### src/rtl/branch_origin_writer.sv
// branch_origin_writer
// Write-side controller for the per-thread branch origin memory. Converts
// datapath I/O writes that land in the configuration window into registered
// origin-memory writes addressed by {thread, entry}, and sweeps every entry
// to CLEAR_VALUE after reset so no stale origin can match the PC.
module branch_origin_writer #(
  parameter int                        WORD_WIDTH        = 36,
  parameter int                        IO_ADDR_WIDTH     = 10,
  parameter logic [IO_ADDR_WIDTH-1:0]  BASE_ADDR         = 10'h3F0,
  parameter int                        THREAD_ADDR_WIDTH = 3,
  parameter int                        ENTRY_ADDR_WIDTH  = 1,
  parameter int                        ADDR_WIDTH        = 4,
  parameter int                        DEPTH             = 16,
  parameter logic [WORD_WIDTH-1:0]     CLEAR_VALUE       = '1
) (
  input  logic                         clock,
  input  logic                         reset,
  input  logic                         in_wren,
  input  logic [IO_ADDR_WIDTH-1:0]     in_addr,
  input  logic [WORD_WIDTH-1:0]        in_data,
  input  logic [THREAD_ADDR_WIDTH-1:0] in_thread,
  output logic                         wren,
  output logic [ADDR_WIDTH-1:0]        write_addr,
  output logic [WORD_WIDTH-1:0]        write_data,
  output logic                         clearing,
  output logic                         dropped
);

  localparam int                       ENTRIES   = 2 ** ENTRY_ADDR_WIDTH;
  localparam logic [IO_ADDR_WIDTH-1:0] ENTRIES_W = IO_ADDR_WIDTH'(ENTRIES);
  localparam logic [ADDR_WIDTH-1:0]    LAST_ADDR = ADDR_WIDTH'(DEPTH - 1);

  typedef enum logic {
    ST_CLEAR = 1'b0,
    ST_RUN   = 1'b1
  } state_e;

  state_e                  state_q, state_d;
  logic [ADDR_WIDTH-1:0]   cnt_q, cnt_d;
  logic                    wren_q, wren_d;
  logic [ADDR_WIDTH-1:0]   addr_q, addr_d;
  logic [WORD_WIDTH-1:0]   data_q, data_d;
  logic                    dropped_q, dropped_d;

  // Window decode: addresses below BASE_ADDR wrap to large offsets and miss.
  logic [IO_ADDR_WIDTH-1:0]    win_offset;
  logic                        win_hit;
  logic [ENTRY_ADDR_WIDTH-1:0] entry;

  assign win_offset = in_addr - BASE_ADDR;
  assign win_hit    = in_wren && (win_offset < ENTRIES_W);
  assign entry      = win_offset[ENTRY_ADDR_WIDTH-1:0];

  // Next-state and next-output logic for the clear sweep and run modes.
  always_comb begin
    // NOTE: every signal gets a default first so no path leaves it unassigned (no latch).
    state_d   = state_q;
    cnt_d     = cnt_q;
    wren_d    = 1'b0;
    addr_d    = addr_q;
    data_d    = data_q;
    dropped_d = dropped_q;
    case (state_q)
      ST_CLEAR: begin
        wren_d = 1'b1;
        addr_d = cnt_q;
        data_d = CLEAR_VALUE;
        cnt_d  = cnt_q + ADDR_WIDTH'(1);
        if (cnt_q == LAST_ADDR) begin
          state_d = ST_RUN;
        end
        // Software writes cannot be honoured mid-sweep; flag the loss.
        if (win_hit) begin
          dropped_d = 1'b1;
        end
      end
      ST_RUN: begin
        if (win_hit) begin
          wren_d = 1'b1;
          addr_d = {in_thread, entry};
          data_d = in_data;
        end
      end
      default: begin
        state_d = ST_CLEAR;
      end
    endcase
  end

  // State and output registers with synchronous reset; reset restarts the sweep.
  always_ff @(posedge clock) begin
    // NOTE: sequential state uses non-blocking assignments so all registers update together.
    if (reset) begin
      state_q   <= ST_CLEAR;
      cnt_q     <= '0;
      wren_q    <= 1'b0;
      addr_q    <= '0;
      data_q    <= '0;
      dropped_q <= 1'b0;
    end else begin
      state_q   <= state_d;
      cnt_q     <= cnt_d;
      wren_q    <= wren_d;
      addr_q    <= addr_d;
      data_q    <= data_d;
      dropped_q <= dropped_d;
    end
  end

  assign wren       = wren_q;
  assign write_addr = addr_q;
  assign write_data = data_q;
  assign clearing   = (state_q == ST_CLEAR);
  assign dropped    = dropped_q;

endmodule
### config.mk
export PLATFORM = sky130hd
export DESIGN_NAME = branch_origin_writer
export DESIGN_NICKNAME = d
export VERILOG_FILES = /design/src/rtl/branch_origin_writer.sv
export SDC_FILE = /design/constraint.sdc
export NUM_CORES = 1
export LEC_CHECK = 0
export CAP_MARGIN = 20
export CORE_UTILIZATION = 45
export CTS_CLUSTER_DIAMETER = 120
export DETAILED_ROUTE_END_ITERATION = 16
export PLACE_DENSITY_LB_ADDON = 0.12
export SLEW_MARGIN = 25
export SYNTH_ARGS = -nofsm -noshare
export SYNTH_HDL_FRONTEND = slang
export SYNTH_SLANG_ARGS = --single-unit
### constraint.sdc
create_clock -name clock -period 3 [get_ports clock]
set_clock_uncertainty 0.15 [all_clocks]
set_input_delay 0.45 -clock clock [delete_from_list [all_inputs] [get_ports clock]]
set_output_delay 0.45 -clock clock [all_outputs]
set_load 0.01 [all_outputs]
After elaboration in Yosys (flattened, before gate mapping)
Cells that the tools add are included.
{"block": "word_totals", "ff_bits": 47, "elab_cells": 22, "inputBits": 52, "out_inout_bits": 43}
{"block": "op_classes", "order_cmp": 1, "mux": 8, "bitwise": 1, "reduce_logical": 2, "n_eq_ne": 2, "n_addsub": 2}
{"cell": "36-bit case mux with 2 select lines", "count": 1}
{"cell": "36-bit 2-to-1 mux", "count": 1}
{"cell": "10-bit by 2-bit less-than comparator with 1-bit output, second input constant", "count": 1}
{"cell": "10-bit subtractor, second input constant", "count": 1}
{"cell": "4-bit case mux with 2 select lines", "count": 1}
{"cell": "4-bit by 1-bit adder with 4-bit output, second input constant", "count": 1}
{"cell": "4-bit equality test, second input constant", "count": 1}
{"cell": "4-bit 2-to-1 mux", "count": 1}
{"cell": "1-bit 2-to-1 mux", "count": 3}
{"cell": "2-bit by 1-bit != test with 1-bit output, second input constant", "count": 1}
{"cell": "1-bit case mux with 2 select lines", "count": 1}
{"cell": "2-bit AND reduction", "count": 1}
{"cell": "1-bit logical AND", "count": 1}
{"cell": "1-bit NOT", "count": 1}

Longest topological paths before layout
{"block": "logic_depth", "depth_word": 5, "ltp_mapped": 5, "ltp_nobuf": 4}

Least setup slack after synthesis
Ideal clock, no wire load.
{"block": "synth_path", "path_type": "input port to flip-flop", "from": "in in_addr[3]", "to": "reg data_q[1] (netlist: write_data[1])", "arrival_ns": 1.563, "setup_slack_ns": 1.151, "setup_time_ns": 0.136, "path_buffers": 2, "required_time_ns": 2.714, "cell_stages": 5, "cell_sequence": "or4b_4 > buf_6 > buf_6 > o31ai_2 > a31oi_1"}
{"block": "synth_between", "elab_chain_len": 4}
{"item": "start, declared", "line_no": "19", "rtl": "input logic [IO_ADDR_WIDTH-1:0] in_addr,"}
{"item": "10-bit subtractor", "line_no": "50", "rtl": "assign win_offset = in_addr - BASE_ADDR;"}
{"item": "10-bit by 2-bit less-than comparator with 1-bit output", "line_no": "51", "rtl": "assign win_hit = in_wren && (win_offset < ENTRIES_W);"}
{"item": "1-bit logical AND", "line_no": "51"}
{"item": "2-bit by 1-bit != test with 1-bit output (no line)"}
{"item": "end signal, assigned", "line_no": "105", "rtl": "data_q <= data_d;"}
{"item": "end, declared", "line_no": "42", "rtl": "logic [WORD_WIDTH-1:0] data_q, data_d;"}
No other way between the ends.
A chain may end at the register's enable or synchronous reset.

Worst setup path in the final report
{"block": "layout_path", "from": "in in_addr[3]", "to": "reg addr_q[2] (netlist: write_addr[2])"}
{"block": "layout_between", "elab_chain_len": 4}
{"item": "10-bit subtractor", "line_no": "50"}
{"item": "10-bit by 2-bit less-than comparator with 1-bit output", "line_no": "51"}
{"item": "1-bit logical AND", "line_no": "51"}
{"item": "2-bit by 1-bit != test with 1-bit output (no line)"}
{"item": "end signal, assigned", "line_no": "104", "rtl": "addr_q <= addr_d;"}
{"item": "end, declared", "line_no": "41", "rtl": "logic [ADDR_WIDTH-1:0] addr_q, addr_d;"}
No other way between the ends.

==> impl_metrics.tcl <==
set metrics [dict create \
    antenna_found_initial 0 \
    wl_um 6210 \
    vias_per_cell 6.23 \
    min_from "dropped" \
    ctsLongestPathBuffers 2 \
    diodes 0 \
    cp-end-kind "flop" \
    insertion_delay_ps 290 \
    nNetsFinal 359 \
    timing.setup.tns_ps 0 \
    gp_congestion 0.740 \
    synth_area_leaders "dfxtp_1, nand4_1, a31oi_1" \
    critical_path_class "input pin to flop" \
    ant_nets 0 \
    netlist_area_um2 2140 \
    worstReg2RegEnd "write_addr[2]" \
    io_buffers 94 \
    hold_viol 0 \
    synthCells 231 \
    cts_sinks 47 \
    grt_pass1_wl_um 10200 \
    ios 95 \
    yosysMostFrequentCell "dfxtp_1" \
    relSlewSlack_pct 58.0 \
    synth-seq-cells 47 \
    via_count 2238 \
    outcome "complete, but fails checks" \
    holdBufCountCts 0 \
    grt_max_degree 50 \
    final_util_pct 71.6 \
    rsz0062_at_grt "false" \
    wire_per_inst_um 17.3 \
    fmax_mhz 435 \
    crit_required_ps 3000 \
    die_y_um 71.0 \
    slew_violations 0 \
    ys.flop_type "dfxtp_1" \
    dpl_cell_area_um2 3100 \
    fp-row-count 24 \
    min_path_type "flop to flop" \
    grt_use_total_pct 25.4 \
    synth_top_area_share_pct 43.9 \
    grt_overflow 0 \
    synth_edf_count 0 \
    fin_crit_ps 2300 \
    ir_drop_mv 0.270 \
    power.density_nw_per_um2 416 \
    arrival_ps 2300 \
    cts_setup_buffers 0 \
    yosysTopAreaCell "dfxtp_1" \
    r2r-start "state_q" \
    cts_resized 0 \
    core_um2 4470 \
    synth_commonest_cells "dfxtp_1, nand4_1, a31oi_1" \
    r2r_cells 3 \
    cp_max_fo 39 \
    syn_nets 284 \
    worstMarginPinSlew_ps 631 \
    yosysWarnings 0 \
    drc 5 \
    die_x_um 71.0 \
    whs_endpoint "dropped" \
    drv_cap 0 \
    drive_above_1_share_pct 9.77 \
    area.growth.synth_to_final_pct 49.6 \
    numCtsBuffers 5 \
    first_global_vias 2128 \
    ys_async_sr_fraction_pct 0 \
    cts_tree "built" \
    drtIter0Drc 203 \
    p_leak_nw 1.06 \
    syn_area_per_cell_um2 9.27 \
    synth_cell_type_count 27 \
    cts-root-buf "clkbuf_8" \
    worst_setup_path_start_kind "input pin" \
    fin_area_um2 3200 \
    setup_violations 0 \
    rrSetupSlack_ps 1480 \
    dr.pass1.iters 10 \
    violations "design-rule violations" \
    whs_path_depth 2 \
    place_hpwl_um 3790 \
    initial_core_util_pct 47.9 \
    seq_area_frac_synth_pct 43.9 \
    cts.clk_slew.worst_paths_ps 80 \
    period_share_pct 76.6 \
    die_area_um2 5040 \
    cts_max_level 2 \
]
[kinds of logic after synthesis]
logic type / Yosys count / share of synthesized area, %
adder cells (fa/ha/maj): 1 / 0.584
XOR/XNOR: 3 / 1.23
flip-flops: 47 / 43.9
buffers and inverters: 38 / 7.53
AO/OA/AOI/OAI: 83 / 29.1
multiplexers: 3 / 1.40
AND/OR/NAND/NOR: 56 / 16.2
[flip-flops by register name, indices dropped and copies added, names as in the netlist]
| signal | cells |
|---|---|
| dropped | 1 |
| write_data | 36 |
| cnt_q | 4 |
| wren | 1 |
| write_addr | 4 |
| state_q | 1 |
[routing by layer]
metal	global-route usage, %	part of all wire (%)	up-vias
met5	0	0	-
met4	7.78	0.89	0
met3	7.26	7.0	5
met2	41.5	48	82
met1	32.7	44	1084
li1	-	-	1067
[layout make-up]
type,instances,area [um^2]
well taps,52,65.1
flip-flops and latches,47,942
clock buffers,8,100
fillers,359,1270
inverters,2,7.51
repair buffers,104,1040
multi-input cells,146,1050
[worst max-delay path: stages]
cell and delay [ps]:
clkdlybuf4s50_1 460, or4b_4 830, o31ai_1 400, a221oi_1 140
[metrics by stage]
stage	worst slack [ps]	total power [W]	hold slack (ps)	cells
2_1_floorplan	1150	0.000781	320	231
3_3_place_gp	456	0.000927	294	351
3_5_place_dp	421	0.000931	289	351
4_1_cts	733	0.00134	301	359
5_1_grt	691	0.00139	346	359
6_report	703	0.00133	303	359
[worst max path at each step]
stage	startpoint	to	depth (start not counted)
2_1_floorplan	in_addr[3]	write_data[1]	5
3_3_place_gp	in_addr[3]	write_addr[0]	4
3_5_place_dp	in_addr[3]	write_addr[2]	4
4_1_cts	in_addr[3]	write_addr[2]	4
5_1_grt	in_addr[3]	write_addr[2]	4
6_report	in_addr[3]	write_addr[2]	4
[placed cells by master (no fill, tap or decap)]
master,synthesis,final
xnor2_1,1,1
nor4b_4,0,1
dfxtp_2,0,1
nand4b_1,1,1
and2_1,1,1
o31ai_1,29,29
nand4_1,40,40
nand3_1,1,1
o21bai_1,1,1
nor2_1,8,8
or4b_4,1,1
a21oi_1,3,3
inv_1,2,2
xor2_1,2,2
buf_4,0,8
clkbuf_1,27,1
a311oi_1,1,1
nand2_1,1,1
dfxtp_1,47,46
nor2b_1,1,1
o31ai_2,10,10
buf_12,0,2
a31oi_1,37,37
clkdlybuf4s50_1,0,94
ha_1,1,1
mux2i_1,3,3
a221oi_1,2,2
clkbuf_8,0,7
and4_1,1,1
[report_power, final]
part	switching [W]	total, W	internal [W]	leakage (nW)
combinational	0.000101	0.000241	0.000140	0.615
clock	0.000206	0.000416	0.000211	0.0515
sequential	0.0000206	0.000677	0.000656	0.394
total	0.000328	0.00133	0.00101	1.06
Note: power is estimated with default switching activity, not from simulation.
